### config.mk
export PLATFORM = sky130hd
export DESIGN_NAME = lamp_sqrt_issue_ctrl_flat
export DESIGN_NICKNAME = d
export VERILOG_FILES = /design/src/rtl/lamp_sqrt_issue_ctrl_if.sv /design/src/rtl/lamp_sqrt_issue_ctrl.sv /design/src/flat_wrapper.sv
export SDC_FILE = /design/constraint.sdc
export NUM_CORES = 1
export LEC_CHECK = 0
export BUFFER_PORTS_ARGS = -buffer_cell sky130_fd_sc_hd__buf_2
export CAP_MARGIN = 20
export CORE_UTILIZATION = 54
export DETAILED_ROUTE_END_ITERATION = 16
export GPL_TIMING_DRIVEN = 0
export MAX_ROUTING_LAYER = met4
export PLACE_DENSITY = 0.92
export SYNTH_ARGS = -nofsm -noshare
export SYNTH_HDL_FRONTEND = slang
export SYNTH_SLANG_ARGS = --single-unit
### constraint.sdc
create_clock -name clk -period 4.2 [get_ports clk]
set_input_delay 0.84 -clock clk [delete_from_list [all_inputs] [get_ports clk]]
set_output_delay 0.84 -clock clk [all_outputs]
set_load 0.05 [all_outputs]
### src/rtl/lamp_sqrt_issue_ctrl_if.sv
// Bus bundle between an initiator and lamp_sqrt_issue_ctrl: the request
// channel, the sqrt-unit start/operand/result lines and the response channel.
// slave = controller side, master = the environment that drives it.
interface lamp_sqrt_issue_ctrl_if #(
   parameter int LAMP_FLOAT_E_DW = 8,
   parameter int LAMP_FLOAT_F_DW = 7
);
   localparam int DW = 1 + LAMP_FLOAT_E_DW + LAMP_FLOAT_F_DW;

   logic                       req_valid_i;
   logic                       req_ready_o;
   logic [DW-1:0]              op_i;
   logic                       doSqrt_o;
   logic                       signum_op_o;
   logic [LAMP_FLOAT_E_DW-1:0] extExp_op_o;
   logic [LAMP_FLOAT_F_DW:0]   extMant_op_o;
   logic                       isInf_op_o;
   logic                       isZero_op_o;
   logic                       isSNAN_op_o;
   logic                       isQNAN_op_o;
   logic                       s_res_i;
   logic [LAMP_FLOAT_E_DW-1:0] e_res_i;
   logic [LAMP_FLOAT_F_DW-1:0] f_res_i;
   logic                       valid_i;
   logic                       res_valid_o;
   logic                       res_ready_i;
   logic [DW-1:0]              res_o;
   logic                       invalid_o;
   logic                       timeout_o;

   modport slave (
      input  req_valid_i, op_i, s_res_i, e_res_i, f_res_i, valid_i, res_ready_i,
      output req_ready_o, doSqrt_o, signum_op_o, extExp_op_o, extMant_op_o,
             isInf_op_o, isZero_op_o, isSNAN_op_o, isQNAN_op_o,
             res_valid_o, res_o, invalid_o, timeout_o
   );

   modport master (
      output req_valid_i, op_i, s_res_i, e_res_i, f_res_i, valid_i, res_ready_i,
      input  req_ready_o, doSqrt_o, signum_op_o, extExp_op_o, extMant_op_o,
             isInf_op_o, isZero_op_o, isSNAN_op_o, isQNAN_op_o,
             res_valid_o, res_o, invalid_o, timeout_o
   );
endinterface

### src/rtl/lamp_sqrt_issue_ctrl.sv
// Initiator-side front end for the LAMP FPU sqrt unit. Classifies a packed
// operand, answers zero/inf/NaN/negative operands locally, otherwise pulses
// doSqrt and waits (bounded by TIMEOUT_CYCLES) for the unit's result.
// Optional statistics counters: define LAMP_SQRT_ISSUE_STATS_EN.
module lamp_sqrt_issue_ctrl #(
   parameter int LAMP_FLOAT_E_DW = 8,
   parameter int LAMP_FLOAT_F_DW = 7,
   parameter int TIMEOUT_CYCLES  = 32
)(
   input logic                   clk,
   input logic                   rst,
   lamp_sqrt_issue_ctrl_if.slave bus
`ifdef LAMP_SQRT_ISSUE_STATS_EN
   ,
   output logic [15:0]           ops_cnt_o,
   output logic [15:0]           spec_cnt_o,
   output logic [7:0]            tmo_cnt_o
`endif
);
   localparam int E  = LAMP_FLOAT_E_DW;
   localparam int F  = LAMP_FLOAT_F_DW;
   localparam int DW = 1 + E + F;
   localparam logic [DW-1:0] QNAN    = {1'b0, {E{1'b1}}, 1'b1, {(F-1){1'b0}}};
   localparam logic [DW-1:0] PINF    = {1'b0, {E{1'b1}}, {F{1'b0}}};
   localparam logic [8:0]    TMO_LIM = 9'(TIMEOUT_CYCLES);

   typedef enum logic [1:0] {IDLE, ISSUE, WAIT, RESP} state_t;

   state_t        state_q, state_d;
   logic [DW-1:0] op_q, res_q;
   logic          inv_q, tmo_q;
   logic [7:0]    cnt_q;
   logic          req_ready, do_sqrt, res_valid, tmo_hit, accept;

   // incoming operand classification (decides special vs. issue at accept)
   logic          in_sign, in_zero, in_emax, in_nan, in_snan, in_special;
   logic [E-1:0]  in_exp;
   logic [F-1:0]  in_frac;
   logic [DW-1:0] spec_res;
   logic          spec_inv;

   assign in_sign    = bus.op_i[DW-1];
   assign in_exp     = bus.op_i[DW-2 -: E];
   assign in_frac    = bus.op_i[F-1:0];
   assign in_zero    = (in_exp == '0);
   assign in_emax    = &in_exp;
   assign in_nan     = in_emax & (|in_frac);
   assign in_snan    = in_nan & ~in_frac[F-1];
   assign in_special = in_zero | in_emax | in_sign;

   // locally resolved result; NaN is checked first so a negative NaN follows NaN rules
   always_comb begin
      spec_res = PINF;
      spec_inv = 1'b0;
      if (in_nan) begin
         spec_res = QNAN;
         spec_inv = in_snan;
      end else if (in_zero) begin
         spec_res = {in_sign, {(DW-1){1'b0}}};
      end else if (in_sign) begin
         spec_res = QNAN;
         spec_inv = 1'b1;
      end
   end

   // cnt_q counts completed WAIT cycles; this cycle is the last one allowed
   assign tmo_hit = ({1'b0, cnt_q} + 9'd1) >= TMO_LIM;
   assign accept  = req_ready & bus.req_valid_i;

   // state register
   always_ff @(posedge clk) begin
      if (rst) state_q <= IDLE;
      else     state_q <= state_d;
   end

   // next state and handshake strobes
   always_comb begin
      state_d   = state_q;
      req_ready = 1'b0;
      do_sqrt   = 1'b0;
      res_valid = 1'b0;
      case (state_q)
         IDLE: begin
            req_ready = 1'b1;
            if (bus.req_valid_i) state_d = in_special ? RESP : ISSUE;
         end
         ISSUE: begin
            do_sqrt = 1'b1;
            state_d = WAIT;
         end
         WAIT: if (bus.valid_i || tmo_hit) state_d = RESP;
         RESP: begin
            res_valid = 1'b1;
            if (bus.res_ready_i) state_d = IDLE;
         end
         default: state_d = IDLE;
      endcase
   end

   // operand/result registers and wait counter; valid_i beats timeout in WAIT
   always_ff @(posedge clk) begin
      if (rst) begin
         op_q  <= '0;
         res_q <= '0;
         inv_q <= 1'b0;
         tmo_q <= 1'b0;
         cnt_q <= '0;
      end else begin
         case (state_q)
            IDLE: if (accept) begin
               op_q  <= bus.op_i;
               res_q <= spec_res;
               inv_q <= spec_inv;
               tmo_q <= 1'b0;
            end
            ISSUE: cnt_q <= '0;
            WAIT: begin
               cnt_q <= cnt_q + 8'd1;
               if (bus.valid_i) begin
                  res_q <= {bus.s_res_i, bus.e_res_i, bus.f_res_i};
                  inv_q <= 1'b0;
                  tmo_q <= 1'b0;
               end else if (tmo_hit) begin
                  res_q <= QNAN;
                  inv_q <= 1'b0;
                  tmo_q <= 1'b1;
               end
            end
            default: ;
         endcase
      end
   end

   // operand fields are only presented while the unit is being driven
   logic          fld_en;
   logic [E-1:0]  q_exp;
   logic [F-1:0]  q_frac;
   assign fld_en = (state_q == ISSUE) || (state_q == WAIT);
   assign q_exp  = op_q[DW-2 -: E];
   assign q_frac = op_q[F-1:0];

   assign bus.req_ready_o  = req_ready;
   assign bus.doSqrt_o     = do_sqrt;
   assign bus.signum_op_o  = fld_en & op_q[DW-1];
   assign bus.extExp_op_o  = fld_en ? q_exp : '0;
   assign bus.extMant_op_o = fld_en ? {|q_exp, q_frac} : '0;
   assign bus.isInf_op_o   = fld_en & (&q_exp) & ~(|q_frac);
   assign bus.isZero_op_o  = fld_en & ~(|q_exp);
   assign bus.isQNAN_op_o  = fld_en & (&q_exp) & (|q_frac) & q_frac[F-1];
   assign bus.isSNAN_op_o  = fld_en & (&q_exp) & (|q_frac) & ~q_frac[F-1];
   assign bus.res_valid_o  = res_valid;
   assign bus.res_o        = res_q;
   assign bus.invalid_o    = inv_q;
   assign bus.timeout_o    = tmo_q;

`ifdef LAMP_SQRT_ISSUE_STATS_EN
   // saturating event counters
   always_ff @(posedge clk) begin
      if (rst) begin
         ops_cnt_o  <= '0;
         spec_cnt_o <= '0;
         tmo_cnt_o  <= '0;
      end else begin
         if (res_valid && bus.res_ready_i && ops_cnt_o != '1)
            ops_cnt_o <= ops_cnt_o + 16'd1;
         if (accept && in_special && spec_cnt_o != '1)
            spec_cnt_o <= spec_cnt_o + 16'd1;
         if (state_q == WAIT && !bus.valid_i && tmo_hit && tmo_cnt_o != '1)
            tmo_cnt_o <= tmo_cnt_o + 8'd1;
      end
   end
`endif
endmodule

### src/flat_wrapper.sv
// flat-port wrapper written by rule: the top's interface ports become plain ports
module lamp_sqrt_issue_ctrl_flat 
#(
   parameter int LAMP_FLOAT_E_DW = 8,
   parameter int LAMP_FLOAT_F_DW = 7,
   parameter int TIMEOUT_CYCLES  = 32
)
  (clk, rst, bus_req_valid_i, bus_op_i, bus_s_res_i, bus_e_res_i, bus_f_res_i, bus_valid_i, bus_res_ready_i, bus_req_ready_o, bus_doSqrt_o, bus_signum_op_o, bus_extExp_op_o, bus_extMant_op_o, bus_isInf_op_o, bus_isZero_op_o, bus_isSNAN_op_o, bus_isQNAN_op_o, bus_res_valid_o, bus_res_o, bus_invalid_o, bus_timeout_o);
  lamp_sqrt_issue_ctrl_if #(.LAMP_FLOAT_E_DW(LAMP_FLOAT_E_DW), .LAMP_FLOAT_F_DW(LAMP_FLOAT_F_DW)) bus_i ();
  input logic clk;
  input logic rst;
  input wire logic [$bits(bus_i.req_valid_i)-1:0] bus_req_valid_i;
  input wire logic [$bits(bus_i.op_i)-1:0] bus_op_i;
  input wire logic [$bits(bus_i.s_res_i)-1:0] bus_s_res_i;
  input wire logic [$bits(bus_i.e_res_i)-1:0] bus_e_res_i;
  input wire logic [$bits(bus_i.f_res_i)-1:0] bus_f_res_i;
  input wire logic [$bits(bus_i.valid_i)-1:0] bus_valid_i;
  input wire logic [$bits(bus_i.res_ready_i)-1:0] bus_res_ready_i;
  output wire logic [$bits(bus_i.req_ready_o)-1:0] bus_req_ready_o;
  output wire logic [$bits(bus_i.doSqrt_o)-1:0] bus_doSqrt_o;
  output wire logic [$bits(bus_i.signum_op_o)-1:0] bus_signum_op_o;
  output wire logic [$bits(bus_i.extExp_op_o)-1:0] bus_extExp_op_o;
  output wire logic [$bits(bus_i.extMant_op_o)-1:0] bus_extMant_op_o;
  output wire logic [$bits(bus_i.isInf_op_o)-1:0] bus_isInf_op_o;
  output wire logic [$bits(bus_i.isZero_op_o)-1:0] bus_isZero_op_o;
  output wire logic [$bits(bus_i.isSNAN_op_o)-1:0] bus_isSNAN_op_o;
  output wire logic [$bits(bus_i.isQNAN_op_o)-1:0] bus_isQNAN_op_o;
  output wire logic [$bits(bus_i.res_valid_o)-1:0] bus_res_valid_o;
  output wire logic [$bits(bus_i.res_o)-1:0] bus_res_o;
  output wire logic [$bits(bus_i.invalid_o)-1:0] bus_invalid_o;
  output wire logic [$bits(bus_i.timeout_o)-1:0] bus_timeout_o;
  assign bus_i.req_valid_i = bus_req_valid_i;
  assign bus_i.op_i = bus_op_i;
  assign bus_i.s_res_i = bus_s_res_i;
  assign bus_i.e_res_i = bus_e_res_i;
  assign bus_i.f_res_i = bus_f_res_i;
  assign bus_i.valid_i = bus_valid_i;
  assign bus_i.res_ready_i = bus_res_ready_i;
  assign bus_req_ready_o = bus_i.req_ready_o;
  assign bus_doSqrt_o = bus_i.doSqrt_o;
  assign bus_signum_op_o = bus_i.signum_op_o;
  assign bus_extExp_op_o = bus_i.extExp_op_o;
  assign bus_extMant_op_o = bus_i.extMant_op_o;
  assign bus_isInf_op_o = bus_i.isInf_op_o;
  assign bus_isZero_op_o = bus_i.isZero_op_o;
  assign bus_isSNAN_op_o = bus_i.isSNAN_op_o;
  assign bus_isQNAN_op_o = bus_i.isQNAN_op_o;
  assign bus_res_valid_o = bus_i.res_valid_o;
  assign bus_res_o = bus_i.res_o;
  assign bus_invalid_o = bus_i.invalid_o;
  assign bus_timeout_o = bus_i.timeout_o;
  lamp_sqrt_issue_ctrl #(.LAMP_FLOAT_E_DW(LAMP_FLOAT_E_DW), .LAMP_FLOAT_F_DW(LAMP_FLOAT_F_DW), .TIMEOUT_CYCLES(TIMEOUT_CYCLES)) u_core (.clk(clk), .rst(rst), .bus(bus_i));
endmodule
* Word-level counts from Yosys, hierarchy flattened *
Cells that the tools add are included.

storage, ports and cells
  bits in registers = 44
  bits of input ports = 37
  output and inout port bits = 42

cells by class
  add/subtract/negate cells = 2
  magnitude comparators = 1
  equal/unequal tests = 8
  muxes and demuxes = 29
  bitwise gates (word level) = 16
  reductions and logical operators = 14

operators with widths
  kind                   number
  $mux W16               5
  $pmux W16 S2           1
  $mux W8                2
  $pmux W8 S2            1
  $reduce_and A8 Y1      2
  $reduce_or A7 Y1       2
  $mux W1                12
  $and A1 B1 Y1          10
  $add A8 B1 Y9 const B  1
  $ge A9 B6 Y1 const B   1
  $add A8 B1 Y8 const B  1
  $logic_not A8 Y1       1
  $mux W2                4
  $pmux W2 S4            1
  $reduce_or A8 Y1       1
  $mux W7                1
  $reduce_and A3 Y1      2
  $eq A2 B2 Y1 const B   2
  $ne A2 B1 Y1 const B   2
  $ne A2 B2 Y1 const B   2
  $not A1 Y1             4
  $pmux W1 S2            2
  $reduce_bool A2 Y1     2
  $ne A3 B2 Y1 const B   1
  other kinds (5)        7

* Logic depth before layout (Yosys ltp) *
  depth in word-level cells = 6
  mapped depth = 7

* Worst setup path after synthesis *
Ideal clock, no wire load.

  kind = reg2out
  start = register u_core.state_q[0]
  end = output port bus_isQNAN_op_o
  arrival time = 2.916 ns
  setup slack = 0.444 ns
  stages on the path, launching flop included = 6
  buffers on the path = 0
  path through = dfxtp_1 -> inv_1 -> ha_1 -> and2_1 -> nand3_1 -> nor4_1

on the way
  cells in the longest elaborated chain, start to end = 5

ends and longest elaborated chain
  element                                              RTL line                     RTL
  start, declared                                      lamp_sqrt_issue_ctrl.sv:29   state_t state_q, state_d;
  start signal, assigned                               lamp_sqrt_issue_ctrl.sv:73   else state_q <= state_d;
  $eq A2 B1 Y1 / $eq A2 B2 Y1 (equally long branches)  lamp_sqrt_issue_ctrl.sv:138  assign fld_en = (state_q == ISSUE) || (state_q == WAIT);
  $logic_or A1 B1 Y1 (*)                               lamp_sqrt_issue_ctrl.sv:138
  net u_core.fld_en                                    lamp_sqrt_issue_ctrl.sv:135  logic fld_en;
  $and A1 B1 Y1 (*) (3 in a row)                       lamp_sqrt_issue_ctrl.sv:149  assign bus.isQNAN_op_o = fld_en & (&q_exp) & (|q_frac) & q_frac[F-1];
  end, declared                                        flat_wrapper.sv:27           output wire logic [$bits(bus_i.isQNAN_op_o)-1:0] bus_isQNAN_op_o;

The timed path passes the listed nets; every way through them passes the cells marked *.

* Final worst setup path *
  start = register u_core.state_q[0]
  end = output port bus_isInf_op_o

on the way
  cells in the longest elaborated chain, start to end = 4

ends and longest elaborated chain
  element                                              RTL line                     RTL
  $eq A2 B1 Y1 / $eq A2 B2 Y1 (equally long branches)  lamp_sqrt_issue_ctrl.sv:138
  $logic_or A1 B1 Y1 (*)                               lamp_sqrt_issue_ctrl.sv:138
  net u_core.fld_en                                    lamp_sqrt_issue_ctrl.sv:135
  $and A1 B1 Y1 (*) (2 in a row)                       lamp_sqrt_issue_ctrl.sv:147  assign bus.isInf_op_o = fld_en & (&q_exp) & ~(|q_frac);
  end, declared                                        flat_wrapper.sv:24           output wire logic [$bits(bus_i.isInf_op_o)-1:0] bus_isInf_op_o;

Marked as above.

==> metrics.cfg <==
[run_status]
status=complete, no violations

[timing]
tns_ns=0
relSlewSlack_pct=59.3
holdWs_ns=0.457
clock_skew_ns=0.00917
period_minus_slack_ns=3.10
worst_slew_pin_slew_ns=0.610
rsz0062_at_grt=false
max_clock_freq_mhz=323
setup_viol=0
hold_viol=0
slew_violations=0
fin_crit_sh_pct=73.7
setup_slack_ns=1.10

[route]
num_vias=2469
antenna_left=0
via_per_inst=5.88
drt-total-wl_um=6070
dr.pass1.iters=4
wl_per_cell_um=14.5
first_iter_violations=148
drcViolationCount=0

[min_path]
min_path_cells=2
worstHoldEndpoint=u_core.op_q[15]
min_from=u_core.op_q[15]
worstHoldPathType=register to register

[synthesis]
syn_inst=284
netlist_area_um2=2290
yosysSeqAreaShare_pct=38.5
synth_edf_count=0
synth_fp_nets=326
ys_types=47
ys_seq_elements=44
ys.flop_type=dfxtp_1
ys_warn_count=0
synth_area_per_cell_um2=8.06
postSynth.asyncResetShare_pct=0

[critical_path]
critPathLaunchType=register
critPathCaptureType=primary output
critPathKind=register to primary output
path_cells=inv_1 > ha_1 > and2_1 > nand3_1 > nor4_1 > nor2b_1 > buf_2
startpoint=u_core.state_q[0]
cp_max_fo=5
r2r-end=u_core.bus.invalid_o
arrival_ns=2.26
path_buf_inv=2
r2r_slack_ns=2.06
rr_worst_depth=7
cp_slowest_stage_delay_ns=0.40
required_ns=3.36
critPathSlowestCell=dfxtp_1
worstReg2RegStart=u_core.state_q[0]
crit_family=simple AND/OR/NAND/NOR gates

[floorplanning]
initial_core_util_pct=56.8
die_w_um=67.1
core_area_um2=4030
die_h_um=67.1
die_area_um2=4500
design.portCount=79
rows=23

[place]
dp_slack_ns=1.43
portBuffers=78
dp_cells=412
dp_hpwl_um=4590
dpl_cell_area_um2=2740
place_congestion=0.842

[clock_tree]
htree_levels=2
numCtsBuffers=5
cts_tree=yes
cts_max_path_buffers=2
cts_setup_buffers=0
cts-root-buf=clkbuf_8
path_clk_slew_ns=0.08
cts.sinks=44
hold_buffers=0
clk_latency_ns=0.30
cts_resized=0

[global_route]
grt_antenna_before_repair=0
grt.overflow.total=0
busiest_layer=met2
grt_pass1_wl_um=9410
met2_usage_pct=47.1
grt_pass1_vias=2150
use_met3_pct=5.48
grt_use_total_pct=28.8
grt_max_degree=14
grtUsageMet1_pct=33.4

[finish]
drive_gt1_share_pct=27.0
final_cell_mix=buf_2 (80), dfxtp_1 (44), nand2_1 (41)
fillers=337
num-nets-final=411
finish.utilization_pct=70.3
final_common_cell=buf_2
post-route-cell-area_um2=2830
n_antenna_cell=0
layout.cells.non_filler=420
area_growth_syn_to_layout_pct=23.8

[run]
drv_cap=0

[power]
power.density_nw_per_um2=685
ir_worst_vdd_mv=0.271
leakage_nw=1.24
total_power_mw=1.94

==> sequential cells by signal, indices dropped and copies added (netlist names) <==
signal and flops:
u_core.bus.invalid_o 1, u_core.bus.res_o 16, u_core.bus.timeout_o 1, u_core.cnt_q 8
u_core.op_q 16, u_core.state_q 2
==> how the worst max path moves through the flow <==
stage | endpoint | slack, ns | cells after the start
finish | bus_isInf_op_o | 1.10 | 7
global route | bus_isInf_op_o | 0.90 | 7
CTS | bus_isInf_op_o | 1.09 | 7
detailed placement | bus_isInf_op_o | 1.43 | 7
global placement | bus_isInf_op_o | 1.48 | 7
floorplan | bus_isQNAN_op_o | 0.44 | 5
==> layer usage <==
| metal | part of all wire, % | wire length, um |
|---|---|---|
| met1 | 42 | 2530 |
| met2 | 48 | 2930 |
| met3 | 6.6 | 401 |
| met4 | 3.5 | 212 |
| met5 | 0 | 0 |
==> tightest hold or removal path: stages (launching register included) <==
cell and delay, ns:
dfxtp_1 0.31, nand2_1 0.05, a21oi_1 0.05
==> synth_stat cells (2+ instances only) <==
master / instances / share of area [%]
nor2_1: 13 / 2.1
nor3_1: 3 / 0.66
nand3_1: 5 / 1.1
dfxtp_1: 44 / 38
nor2b_1: 3 / 0.82
nand4_1: 12 / 3.3
and3_1: 3 / 0.82
a31oi_1: 3 / 0.82
nor4_1: 14 / 3.8
and2_1: 18 / 4.9
a221oi_1: 9 / 3.4
inv_1: 18 / 3.0
clkbuf_1: 13 / 2.1
buf_1: 2 / 0.33
or3_1: 2 / 0.55
nand2_1: 41 / 6.7
buf_2: 2 / 0.44
a21oi_1: 25 / 5.5
o21ai_0: 16 / 3.5
a22oi_1: 2 / 0.66
a31o_1: 6 / 2.3
ha_1: 5 / 2.7
==> area by class of cell <==
class	instances	area [um2]	area share, %
clock buffer	6	82.6	2.91
timing repair buffer	78	390	13.8
multi-input combinational	202	1240	43.8
buffer	20	97.6	3.44
sequential	44	881	31.1
clock inverter	2	10.0	0.353
tap	50	62.6	2.21
inverter	18	67.6	2.38
==> where the power goes <==
part	internal (mW)	switching (mW)	leakage, nW	total [mW]
clock network	0.131	0.143	0.0510	0.275
logic	0.302	0.799	0.826	1.10
registers	0.507	0.0579	0.360	0.565
total	0.940	1.00	1.24	1.94
==> cells by family after synthesis <==
logic type	count (synthesis)	share of synthesized area (%)
flops	44	38.5
mux	1	0.437
fa+ha+maj	5	2.73
buf+inv	38	7.22
compound gates	72	21.2
simple gates	124	30.0
Note: power is estimated with default switching activity, not from simulation.
